==> config.mk <==
export PLATFORM = sky130hd
export DESIGN_NAME = joy_dir_filter
export DESIGN_NICKNAME = d
export VERILOG_FILES = /design/src/rtl/joy_pkg.sv /design/src/rtl/joy_dir_filter_lane.sv /design/src/rtl/joy_dir_filter.sv
export SDC_FILE = /design/constraint.sdc
export NUM_CORES = 1
export LEC_CHECK = 0
export ABC_AREA = 0
export CORE_MARGIN = 1
export CORE_UTILIZATION = 53
export CTS_BUF_LIST = sky130_fd_sc_hd__clkbuf_4 sky130_fd_sc_hd__clkbuf_8
export CTS_CLUSTER_DIAMETER = 80
export DETAILED_ROUTE_END_ITERATION = 16
export MAX_ROUTING_LAYER = met4
export PLACE_DENSITY = 0.8
export SETUP_SLACK_MARGIN = 0.2
export SLEW_MARGIN = 15
export SYNTH_ARGS = -nofsm -noshare
export SYNTH_HDL_FRONTEND = slang
export SYNTH_SLANG_ARGS = --single-unit
==> constraint.sdc <==
create_clock -name clk_sys -period 1.65 [get_ports clk_sys]
set_input_delay 0.165 -clock clk_sys [delete_from_list [all_inputs] [get_ports clk_sys]]
set_output_delay 0.165 -clock clk_sys [all_outputs]
set_load 0.01 [all_outputs]
==> src/rtl/joy_pkg.sv <==
// Shared types and helpers for the joystick direction filter.
// Direction vectors are packed {up, down, left, right}.
package joy_pkg;

  localparam int unsigned DIR_W = 4;
  localparam int unsigned UP    = 3;
  localparam int unsigned DOWN  = 2;
  localparam int unsigned LEFT  = 1;
  localparam int unsigned RIGHT = 0;

  typedef logic [DIR_W-1:0] dir_t;

  typedef enum logic [1:0] {
    PASS       = 2'd0,
    FOUR_LAST  = 2'd1,
    FOUR_FIRST = 2'd2,
    TWO_H      = 2'd3
  } joy_mode_e;

  typedef enum logic [1:0] {
    ROT_NONE = 2'd0,
    ROT_CW   = 2'd1,
    ROT_CCW  = 2'd2,
    ROT_180  = 2'd3
  } joy_rot_e;

  // One-hot of the highest-priority set bit: up > down > left > right.
  function automatic dir_t pick_dir(input dir_t v);
    dir_t o;
    o = '0;
    if (v[UP])         o[UP]    = 1'b1;
    else if (v[DOWN])  o[DOWN]  = 1'b1;
    else if (v[LEFT])  o[LEFT]  = 1'b1;
    else if (v[RIGHT]) o[RIGHT] = 1'b1;
    return o;
  endfunction

  function automatic dir_t rotate_dir(input dir_t v, input joy_rot_e r);
    dir_t o;
    case (r)
      ROT_CW:  o = {v[RIGHT], v[LEFT],  v[UP],    v[DOWN]};
      ROT_CCW: o = {v[LEFT],  v[RIGHT], v[DOWN],  v[UP]};
      ROT_180: o = {v[DOWN],  v[UP],    v[RIGHT], v[LEFT]};
      default: o = v;
    endcase
    return o;
  endfunction

endpackage

==> src/rtl/joy_dir_filter_lane.sv <==
// One player lane: rotate, optional per-bit debounce, movement-mode arbitration.
// Mode is the registered copy from the top; mode_chg flags the edge it is updated.
module joy_dir_lane
  import joy_pkg::*;
#(
  parameter int unsigned DEBOUNCE = 0
) (
  input  logic      clk_sys,
  input  logic      reset,
  input  joy_mode_e mode,
  input  logic      mode_chg,
  input  joy_rot_e  rot,
  input  dir_t      joy_in,
  output dir_t      joy_out,
  output logic      dir_chg
);

  localparam dir_t H_MASK = 4'b0011;

  dir_t in_q, in_d;
  dir_t stable;
  dir_t prev_stable_q, prev_stable_d;
  dir_t mask_q, mask_d;
  dir_t sel_q, sel_d;
  dir_t joy_out_q, joy_out_d;
  dir_t prev_out_q, prev_out_d;
  logic dir_chg_q, dir_chg_d;
  dir_t new_c, horiz_c, new_h_c;

  assign in_d = rotate_dir(joy_in, rot);

  if (DEBOUNCE == 0) begin : g_nodeb
    assign stable = in_q;
  end else begin : g_deb
    localparam int unsigned CNT_W = $clog2(DEBOUNCE + 1);

    dir_t             stable_q, stable_d;
    logic [CNT_W-1:0] cnt_q [DIR_W];
    logic [CNT_W-1:0] cnt_d [DIR_W];

    // Count consecutive edges where the sample disagrees; flip on the last one.
    always_comb begin
      stable_d = stable_q;
      for (int unsigned b = 0; b < DIR_W; b++) begin
        cnt_d[b] = '0;
        if (in_q[b] != stable_q[b]) begin
          if (cnt_q[b] == CNT_W'(DEBOUNCE - 1)) stable_d[b] = in_q[b];
          else                                  cnt_d[b]    = cnt_q[b] + CNT_W'(1);
        end
      end
    end

    always_ff @(posedge clk_sys or posedge reset) begin
      if (reset) begin
        stable_q <= '0;
        for (int unsigned b = 0; b < DIR_W; b++) cnt_q[b] <= '0;
      end else begin
        stable_q <= stable_d;
        for (int unsigned b = 0; b < DIR_W; b++) cnt_q[b] <= cnt_d[b];
      end
    end

    assign stable = stable_q;
  end

  // Arbitration; on a mode change the output holds while mask/selection reset.
  always_comb begin
    new_c         = stable & ~prev_stable_q;
    horiz_c       = stable & H_MASK;
    new_h_c       = new_c & H_MASK;
    prev_stable_d = stable;
    prev_out_d    = joy_out_q;
    mask_d        = mask_q;
    sel_d         = sel_q;
    joy_out_d     = joy_out_q;
    dir_chg_d     = |(joy_out_q ^ prev_out_q);
    if (mode_chg) begin
      mask_d = '1;
      sel_d  = '0;
    end else begin
      case (mode)
        PASS: joy_out_d = stable;
        FOUR_LAST: begin
          joy_out_d = pick_dir(stable & mask_q);
          if (|new_c)                    mask_d = pick_dir(new_c);
          else if (~|(stable & mask_q))  mask_d = '1;
        end
        FOUR_FIRST: begin
          if (~|(stable & sel_q)) sel_d = pick_dir(stable);
          joy_out_d = sel_d;
        end
        TWO_H: begin
          joy_out_d = pick_dir(horiz_c & mask_q);
          if (|new_h_c)                   mask_d = pick_dir(new_h_c);
          else if (~|(horiz_c & mask_q))  mask_d = '1;
        end
      endcase
    end
  end

  always_ff @(posedge clk_sys or posedge reset) begin
    if (reset) begin
      in_q          <= '0;
      prev_stable_q <= '0;
      mask_q        <= '1;
      sel_q         <= '0;
      joy_out_q     <= '0;
      prev_out_q    <= '0;
      dir_chg_q     <= 1'b0;
    end else begin
      in_q          <= in_d;
      prev_stable_q <= prev_stable_d;
      mask_q        <= mask_d;
      sel_q         <= sel_d;
      joy_out_q     <= joy_out_d;
      prev_out_q    <= prev_out_d;
      dir_chg_q     <= dir_chg_d;
    end
  end

  assign joy_out = joy_out_q;
  assign dir_chg = dir_chg_q;

endmodule

==> src/rtl/joy_dir_filter.sv <==
// Multi-player joystick direction filter: registers the shared mode, detects
// mode changes and fans out one independent lane per player.
module joy_dir_filter
  import joy_pkg::*;
#(
  parameter int unsigned NUM_PLAYERS = 2,
  parameter int unsigned DEBOUNCE    = 0
) (
  input  logic                         clk_sys,
  input  logic                         reset,
  input  logic [1:0]                   mode,
  input  logic [1:0]                   rot,
  input  logic [DIR_W*NUM_PLAYERS-1:0] joy_in,
  output logic [DIR_W*NUM_PLAYERS-1:0] joy_out,
  output logic [NUM_PLAYERS-1:0]       dir_chg
);

  joy_mode_e mode_q, mode_d;
  logic      mode_chg_c;
  joy_rot_e  rot_c;

  always_comb begin
    mode_d     = joy_mode_e'(mode);
    mode_chg_c = (mode_d != mode_q);
    rot_c      = joy_rot_e'(rot);
  end

  always_ff @(posedge clk_sys or posedge reset) begin
    if (reset) mode_q <= PASS;
    else       mode_q <= mode_d;
  end

  for (genvar p = 0; p < NUM_PLAYERS; p++) begin : g_lane
    joy_dir_lane #(
      .DEBOUNCE(DEBOUNCE)
    ) u_lane (
      .clk_sys  (clk_sys),
      .reset    (reset),
      .mode     (mode_q),
      .mode_chg (mode_chg_c),
      .rot      (rot_c),
      .joy_in   (joy_in[DIR_W*p +: DIR_W]),
      .joy_out  (joy_out[DIR_W*p +: DIR_W]),
      .dir_chg  (dir_chg[p])
    );
  end

endmodule

==> impl_metrics.yaml, run 1 <==
status:
  status: "finished with violations"
  violations: "negative setup slack"
placement:
  place.gp.congestion: 0.883
  io_buffers: 23
  hpwl_um: 3920
  dpl_worst_slack_ns: -0.169
cells_and_area:
  drive_above_1_share: 0.427
  fillers: 288
  post-route-util: 0.780
  nNetsFinal: 329
  antennaDiodeCount: 0
  area_growth_pct: 41.4
critical_path:
  critPathRequiredTime_ns: 1.88
  max_stage_delay_ns: 0.46
  cp_max_fo: 4
  worstSetupStartpointType: "flip-flop"
  path_cells: "buf_6, buf_6, nand2b_4, nor3b_2, buf_4, a211oi_2, buf_4, mux2_2"
  worst-setup-path-type: "flip-flop to flip-flop"
  end_kind: "flip-flop"
  arrival_ns: 1.97
  crit_family: "buffers and inverters"
  crit_buf_inv: 4
  crit_path_top_delay_cell: "dfrtp_2"
synthesis:
  synthTopCellsByArea: "dfrtp_1 (42%), dfstp_2 (8.1%), mux4_2 (6.9%)"
  synth-async-reset-ratio: 1.00
  synth_flop_cell: "dfrtp_1"
  synth_xor_area_frac: 0.0336
  synth.area.mux_share: 0.111
  synth_top_area_share: 0.423
  synthesis.area_um2: 2600
  synth_largest_area_cell: "dfrtp_1"
  netlist-cell-type-count: 45
  seq_area_frac_synth: 0.504
  synthAdderAreaFrac: 0
  synth-seq-cells: 52
  synth-edff-count: 0
  synthesis.nets: 260
  syn_avg_cell_area_um2: 10.6
  yosys.area_share.simple: 0.158
  yosysWarningCount: 0
  synthCells: 246
  synth_commonest_cells: "dfrtp_1 (44), nand2_1 (22), nor2_1 (21)"
  synth_top_family_by_area: "simple AND/OR/NAND/NOR gates"
  synth_most_common_cell: "dfrtp_1"
  synth_compound_area_frac: 0.151
run:
  drv_cap: 0
floorplanning:
  io_pins: 24
  die_area_um2: 5200
  initial_core_util: 0.551
  coreArea_um2: 4720
  die_y_um: 72.1
  row_count: 25
  die_w_um: 72.1
route:
  avgRoutedWirePerCell_um: 16.8
  via_count: 2254
  drcViolationCount: 0
  viasPerCell: 5.89
  totalWireLength_um: 6440
  dr.pass1.iters: 5
  antenna_left: 0
  drt_iter0_drc: 149
sta:
  hold_slack_ns: 0.134
  maxSlewViolCount: 0
  grt_setup_unrepaired: "true"
  worstMarginPinSlew_ns: 0.351
  finalHoldViolations: 0
  fmax_mhz: 577
  setup_slack_ns: -0.0822
  setup-violations-final: 10
  fin_crit_ns: 1.73
  clock_skew_ns: 0.00417
  period_share: 1.05
  slew_headroom: 0.766
cts:
  clk-insertion-delay-late_ns: 0.30
  htree_levels: 2
  clock_path_buffers: 2
  clock_sinks: 52
  tritoncts: "built"
  cts_made_buffers: 5
  root_buffer: "clkbuf_8"
  cts_hold_buf: 0
  cts.reportedPaths.clkPinSlew_ns: 0.09
global_route:
  antenna_found_initial: 0
  grtUsageTotal: 0.244
  grt_overflow: 0
  first_global_vias: 2066
  grt_max_degree: 40
  grt_pass1_wl_um: 9410
worst_hold_path:
  min_path_type: "primary input to asynchronous set/reset pin"
power_and_ir_drop:
  ir_drop_uv: 468
  p_leak_nw: 1.55
  totalPowerFinal_mw: 3.48
  power.density_nw_per_um2: 944
-- stage by stage --
step / cell area, um^2 / std cells / TNS (ns)
2_1_floorplan: 2640 / 246 / -0.0784
3_3_place_gp: 3170 / 359 / -0.818
3_5_place_dp: 3170 / 359 / -1.57
4_1_cts: 3470 / 375 / -0.0557
5_1_grt: 3680 / 383 / -1.17
6_report: 3680 / 383 / -0.372
-- per-layer routing --
layer | global-route usage | up-vias | routed length [um]
met5 | - | - | 0
met4 | 0.0893 | 0 | 132
met3 | 0.0514 | 19 | 369
met2 | 0.405 | 106 | 3390
met1 | 0.296 | 1106 | 2540
li1 | - | 1023 | -
-- area by class of cell --
type	instances	area, um^2	area share
Multi-Input combinational cell	169	1450	0.393
Sequential cell	52	1320	0.357
Timing Repair Buffer	77	706	0.192
Tap cell	67	83.8	0.0228
Clock buffer	6	82.6	0.0224
Inverter	10	37.5	0.0102
Clock inverter	2	10.0	0.00272
-- layout by cell type (no fill, tap or decap), drive strengths merged, types with 3 or more instances in the layout --
| cell type | Yosys | routed |
|---|---|---|
| a211oi | 3 | 3 |
| a21oi | 15 | 15 |
| a22o | 3 | 3 |
| a22oi | 6 | 6 |
| a31oi | 8 | 8 |
| buf | 5 | 54 |
| clkbuf | 10 | 6 |
| clkdlybuf4s50 | 0 | 20 |
| dfrtp | 44 | 44 |
| dfstp | 8 | 8 |
| inv | 10 | 10 |
| mux2 | 8 | 8 |
| mux4 | 8 | 8 |
| nand2 | 23 | 23 |
| nand2b | 6 | 6 |
| nand3 | 3 | 3 |
| nand4 | 3 | 3 |
| nor2 | 21 | 21 |
| nor2b | 8 | 8 |
| nor3 | 7 | 7 |
| o21ai | 10 | 10 |
| o31ai | 4 | 4 |
| or3 | 3 | 3 |
| xnor2 | 9 | 9 |
-- cell families (layout without fill, tap and decap cells) --
logic type | after synthesis | count (layout)
buffers and inverters | 25 | 95
multiplexers | 18 | 18
AO/OA/AOI/OAI | 59 | 59
AND/OR/NAND/NOR | 82 | 82
XOR/XNOR | 10 | 10
flip-flops | 52 | 52
-- registers in the layout, summed over array words and instances (netlist names) --
signal / cells
g_lane.u_lane.prev_stable_q: 8
g_lane.u_lane.in_q: 8
mode_q: 2
g_lane.u_lane.mask_q: 8
g_lane.u_lane.prev_out_q: 8
g_lane.u_lane.sel_q: 8
g_lane.u_lane.dir_chg: 2
g_lane.u_lane.joy_out: 8
-- worst paths after layout --
path / slack, ns / from / depth (start not counted) / end
max in group asynchronous: 0.95 / reset / 3 / g_lane[1].u_lane.mask_q[1]
worst max-delay path: -0.08 / mode_q[0] / 8 / g_lane[1].u_lane.mask_q[0]
worst min register to register: 0.44 / g_lane[1].u_lane.joy_out[0] / 0 / g_lane[1].u_lane.prev_out_q[0]
worst max register to register: -0.08 / mode_q[0] / 8 / g_lane[1].u_lane.mask_q[0]
worst min-delay path: 0.13 / reset / 2 / g_lane[0].u_lane.prev_out_q[0]
min in group clk_sys: 0.44 / g_lane[1].u_lane.joy_out[0] / 0 / g_lane[1].u_lane.prev_out_q[0]
-- repair_timing --
action / in CTS / in global routing
pin swaps: 10 / 12
buffers inserted: 8 / 8
gates resized for setup: 38 / 34
endpoints found under the setup margin: 25 / 30
-- power by group --
group	internal [mW]	switching, mW	total, mW
logic	0.612	0.502	1.11
clock network	0.335	0.400	0.735
registers	1.48	0.144	1.63
total	2.43	1.05	3.48
Power figures use the tool's default switching activity.
==> run 2: changes to the inputs <==
--- a/config.mk
+++ b/config.mk
@@ -6,6 +6,7 @@
 export NUM_CORES = 1
 export LEC_CHECK = 0
 export ABC_AREA = 0
+export CAP_MARGIN = 20
 export CORE_MARGIN = 1
 export CORE_UTILIZATION = 53
 export CTS_BUF_LIST = sky130_fd_sc_hd__clkbuf_4 sky130_fd_sc_hd__clkbuf_8
==> results of run 2 <==
No change in the layout: final DEF, timing and power equal those of run 1.
==> run 3: changes to the inputs <==
--- a/config.mk
+++ b/config.mk
@@ -8,12 +8,12 @@
 export ABC_AREA = 0
 export CAP_MARGIN = 20
 export CORE_MARGIN = 1
-export CORE_UTILIZATION = 53
+export CORE_UTILIZATION = 25
 export CTS_BUF_LIST = sky130_fd_sc_hd__clkbuf_4 sky130_fd_sc_hd__clkbuf_8
 export CTS_CLUSTER_DIAMETER = 80
 export DETAILED_ROUTE_END_ITERATION = 16
 export MAX_ROUTING_LAYER = met4
-export PLACE_DENSITY = 0.8
+export PLACE_DENSITY = 0.46
 export SETUP_SLACK_MARGIN = 0.2
 export SLEW_MARGIN = 15
 export SYNTH_ARGS = -nofsm -noshare
==> run 3 against run 2 <==
Net effect: the flow still finishes with violations (negative setup slack); fmax up 1.1%; utilization fell by 39 points; power increased by 4.0%; final cell count up 20%; die area increased by 110%; combinational power is essentially flat; register-to-register slack better by 0.02 ns; non-clock buffer count is 11 higher; critical endpoint unchanged; first-iteration DRC count decreased by 51%; worst setup slack gained 0.018 ns; critical path type unchanged; largest cell class unchanged; clock power increased by 18%.
==> impl_metrics.yaml, run 3 (same netlist as run 1, synthesis figures left out) <==
status:
  status: "finished with violations"
  violations: "negative setup slack"
global_route:
  first_global_vias: 2157
  grt_max_degree: 38
  grt_pass1_wl_um: 10300
  grtUsageTotal: 0.122
  antenna_found_initial: 0
  grt_overflow: 0
critical_path:
  max_stage_delay_ns: 0.45
  critPathRequiredTime_ns: 1.89
  worstReg2RegEnd: "g_lane[1].u_lane.mask_q[0]"
  path_cells: "buf_4, nor2b_1, a2111oi_4, a211oi_2, buf_4, mux2_2"
  end_kind: "flip-flop"
  worstSetupStartpointType: "flip-flop"
  reg2reg_slack_ns: -0.06
  rr_worst_depth: 6
  critical_path.endpoint: "g_lane[1].u_lane.mask_q[0]"
  rr_startpoint: "g_lane[1].u_lane.in_q[3]"
  cp_max_fo: 5
  arrival_ns: 1.95
  cp-startpoint: "g_lane[1].u_lane.in_q[3]"
  worst-setup-path-type: "flip-flop to flip-flop"
  crit_path_top_delay_cell: "dfrtp_2"
  critPathMostFrequentCell: "buf_4"
floorplanning:
  die_area_um2: 10800
  initial_core_util: 0.262
  io_pins: 24
  coreArea_um2: 9950
  die_w_um: 104
  row_count: 36
  die_y_um: 104
power_and_ir_drop:
  ir_drop_uv: 437
  p_leak_nw: 1.59
  power.density_nw_per_um2: 936
placement:
  dp_cells: 428
  io_buffers: 23
  place.gp.congestion: 0.783
  hpwl_um: 4290
cts:
  clk-insertion-delay-late_ns: 0.31
  clock_path_buffers: 2
  cts_made_buffers: 5
  cts.reportedPaths.clkPinSlew_ns: 0.09
  cts_hold_buf: 0
  clock_sinks: 52
  root_buffer: "clkbuf_8"
  tritoncts: "built"
  htree_levels: 2
cells_and_area:
  multiInputGateArea_um2: 1450
  fillers: 954
  fin_cells: 460
  final_common_cell: "buf_4"
  final-seq-area_um2: 1320
  mostFrequentLayoutCells: "buf_4 (53), dfrtp_1 (38), clkdlybuf4s50_1 (22), nand2_1 (18), nor2_1 (16)"
  antennaDiodeCount: 0
  area_growth_pct: 48.3
  nNetsFinal: 340
  drive_above_1_share: 0.446
route:
  totalWireLength_um: 6080
  dr.pass1.iters: 4
  antenna_left: 0
  drt_iter0_drc: 73
  drcViolationCount: 0
  via_count: 2124
  viasPerCell: 4.62
  avgRoutedWirePerCell_um: 13.2
sta:
  worstMarginPinSlew_ns: 0.332
  finalHoldViolations: 0
  hold_slack_ns: 0.210
  slew_headroom: 0.779
  setup_slack_ns: -0.0639
  clock_skew_ns: 0.0136
  setup-violations-final: 5
  period_share: 1.04
  grt_setup_unrepaired: "true"
  fmax_mhz: 583
  maxSlewViolCount: 0
  fin_crit_ns: 1.71
worst_hold_path:
  min_path_type: "primary input to asynchronous set/reset pin"
run:
  drv_cap: 0
==> run 3: cell count changes in the layout (fill, tap and decap cells not counted), sizes merged <==
cell	previous run	this run
buf	54	65
clkdlybuf4s50	20	22
bufinv	0	1
clkinv	2	1
dlygate4sd2	1	0
dlymetal6s2s	2	1
==> run 3: routing by layer <==
| metal | GRT usage | wire (um) |
|---|---|---|
| met4 | 0.0490 | 93 |
| met1 | 0.160 | 3000 |
| met5 | - | 0 |
| met2 | 0.186 | 2770 |
| met3 | 0.0232 | 216 |
==> run 3: stage by stage <==
stage | instance area (um^2) | utilization | power [mW] | setup TNS, ns | setup WS [ns]
2_1_floorplan | 2640 | - | 2.16 | -0.0784 | -0.0508
3_3_place_gp | 3270 | 0.328 | 2.54 | -0.978 | -0.134
3_5_place_dp | 3270 | 0.328 | 2.55 | -1.42 | -0.176
4_1_cts | 3730 | 0.375 | 3.59 | -0.243 | -0.0483
5_1_grt | 3860 | 0.388 | 3.83 | -1.04 | -0.171
6_report | 3860 | 0.388 | 3.62 | -0.266 | -0.0639
==> run 3: area by class of cell <==
class,count,share of cell area
clock buffers,6,0.0198
clock inverters,2,0.00907
inverters,10,0.00972
multi-input cells,169,0.376
flip-flops and latches,52,0.341
well taps,133,0.0431
repair buffers,88,0.201
==> run 3: how the worst min path moves through the flow <==
stage	from	end	cells past startpoint
2_1_floorplan	mode[0]	mode_q[0]	0
5_1_grt	reset	g_lane[0].u_lane.prev_stable_q[3]	3
6_report	reset	g_lane[0].u_lane.prev_stable_q[3]	3
3_5_place_dp	g_lane[0].u_lane.in_q[2]	g_lane[0].u_lane.prev_stable_q[2]	0
4_1_cts	reset	g_lane[1].u_lane.prev_stable_q[2]	3
3_3_place_gp	g_lane[1].u_lane.joy_out[3]	g_lane[1].u_lane.prev_out_q[3]	0
==> run 3: what timing repair did <==
item / in CTS / in global routing
setup endpoints to repair: 27 / 27
pin swaps: 11 / 9
buffers inserted: 17 / 6
cloned: 1 / 0
resized for setup: 55 / 19
==> run 3: report_power, final <==
group / total, mW / switching [mW] / internal, mW
Sequential: 1.61 / 0.129 / 1.48
Clock: 0.870 / 0.403 / 0.467
Combinational: 1.13 / 0.493 / 0.640
==> run 3: worst max-delay path: cells and delay by family, from the launching register on <==
kind | cells | cell delay [ns]
AO/OA/AOI/OAI | 2 | 0.46
buffers and inverters | 2 | 0.31
flip-flops | 1 | 0.45
multiplexers | 1 | 0.27
AND/OR/NAND/NOR | 1 | 0.16
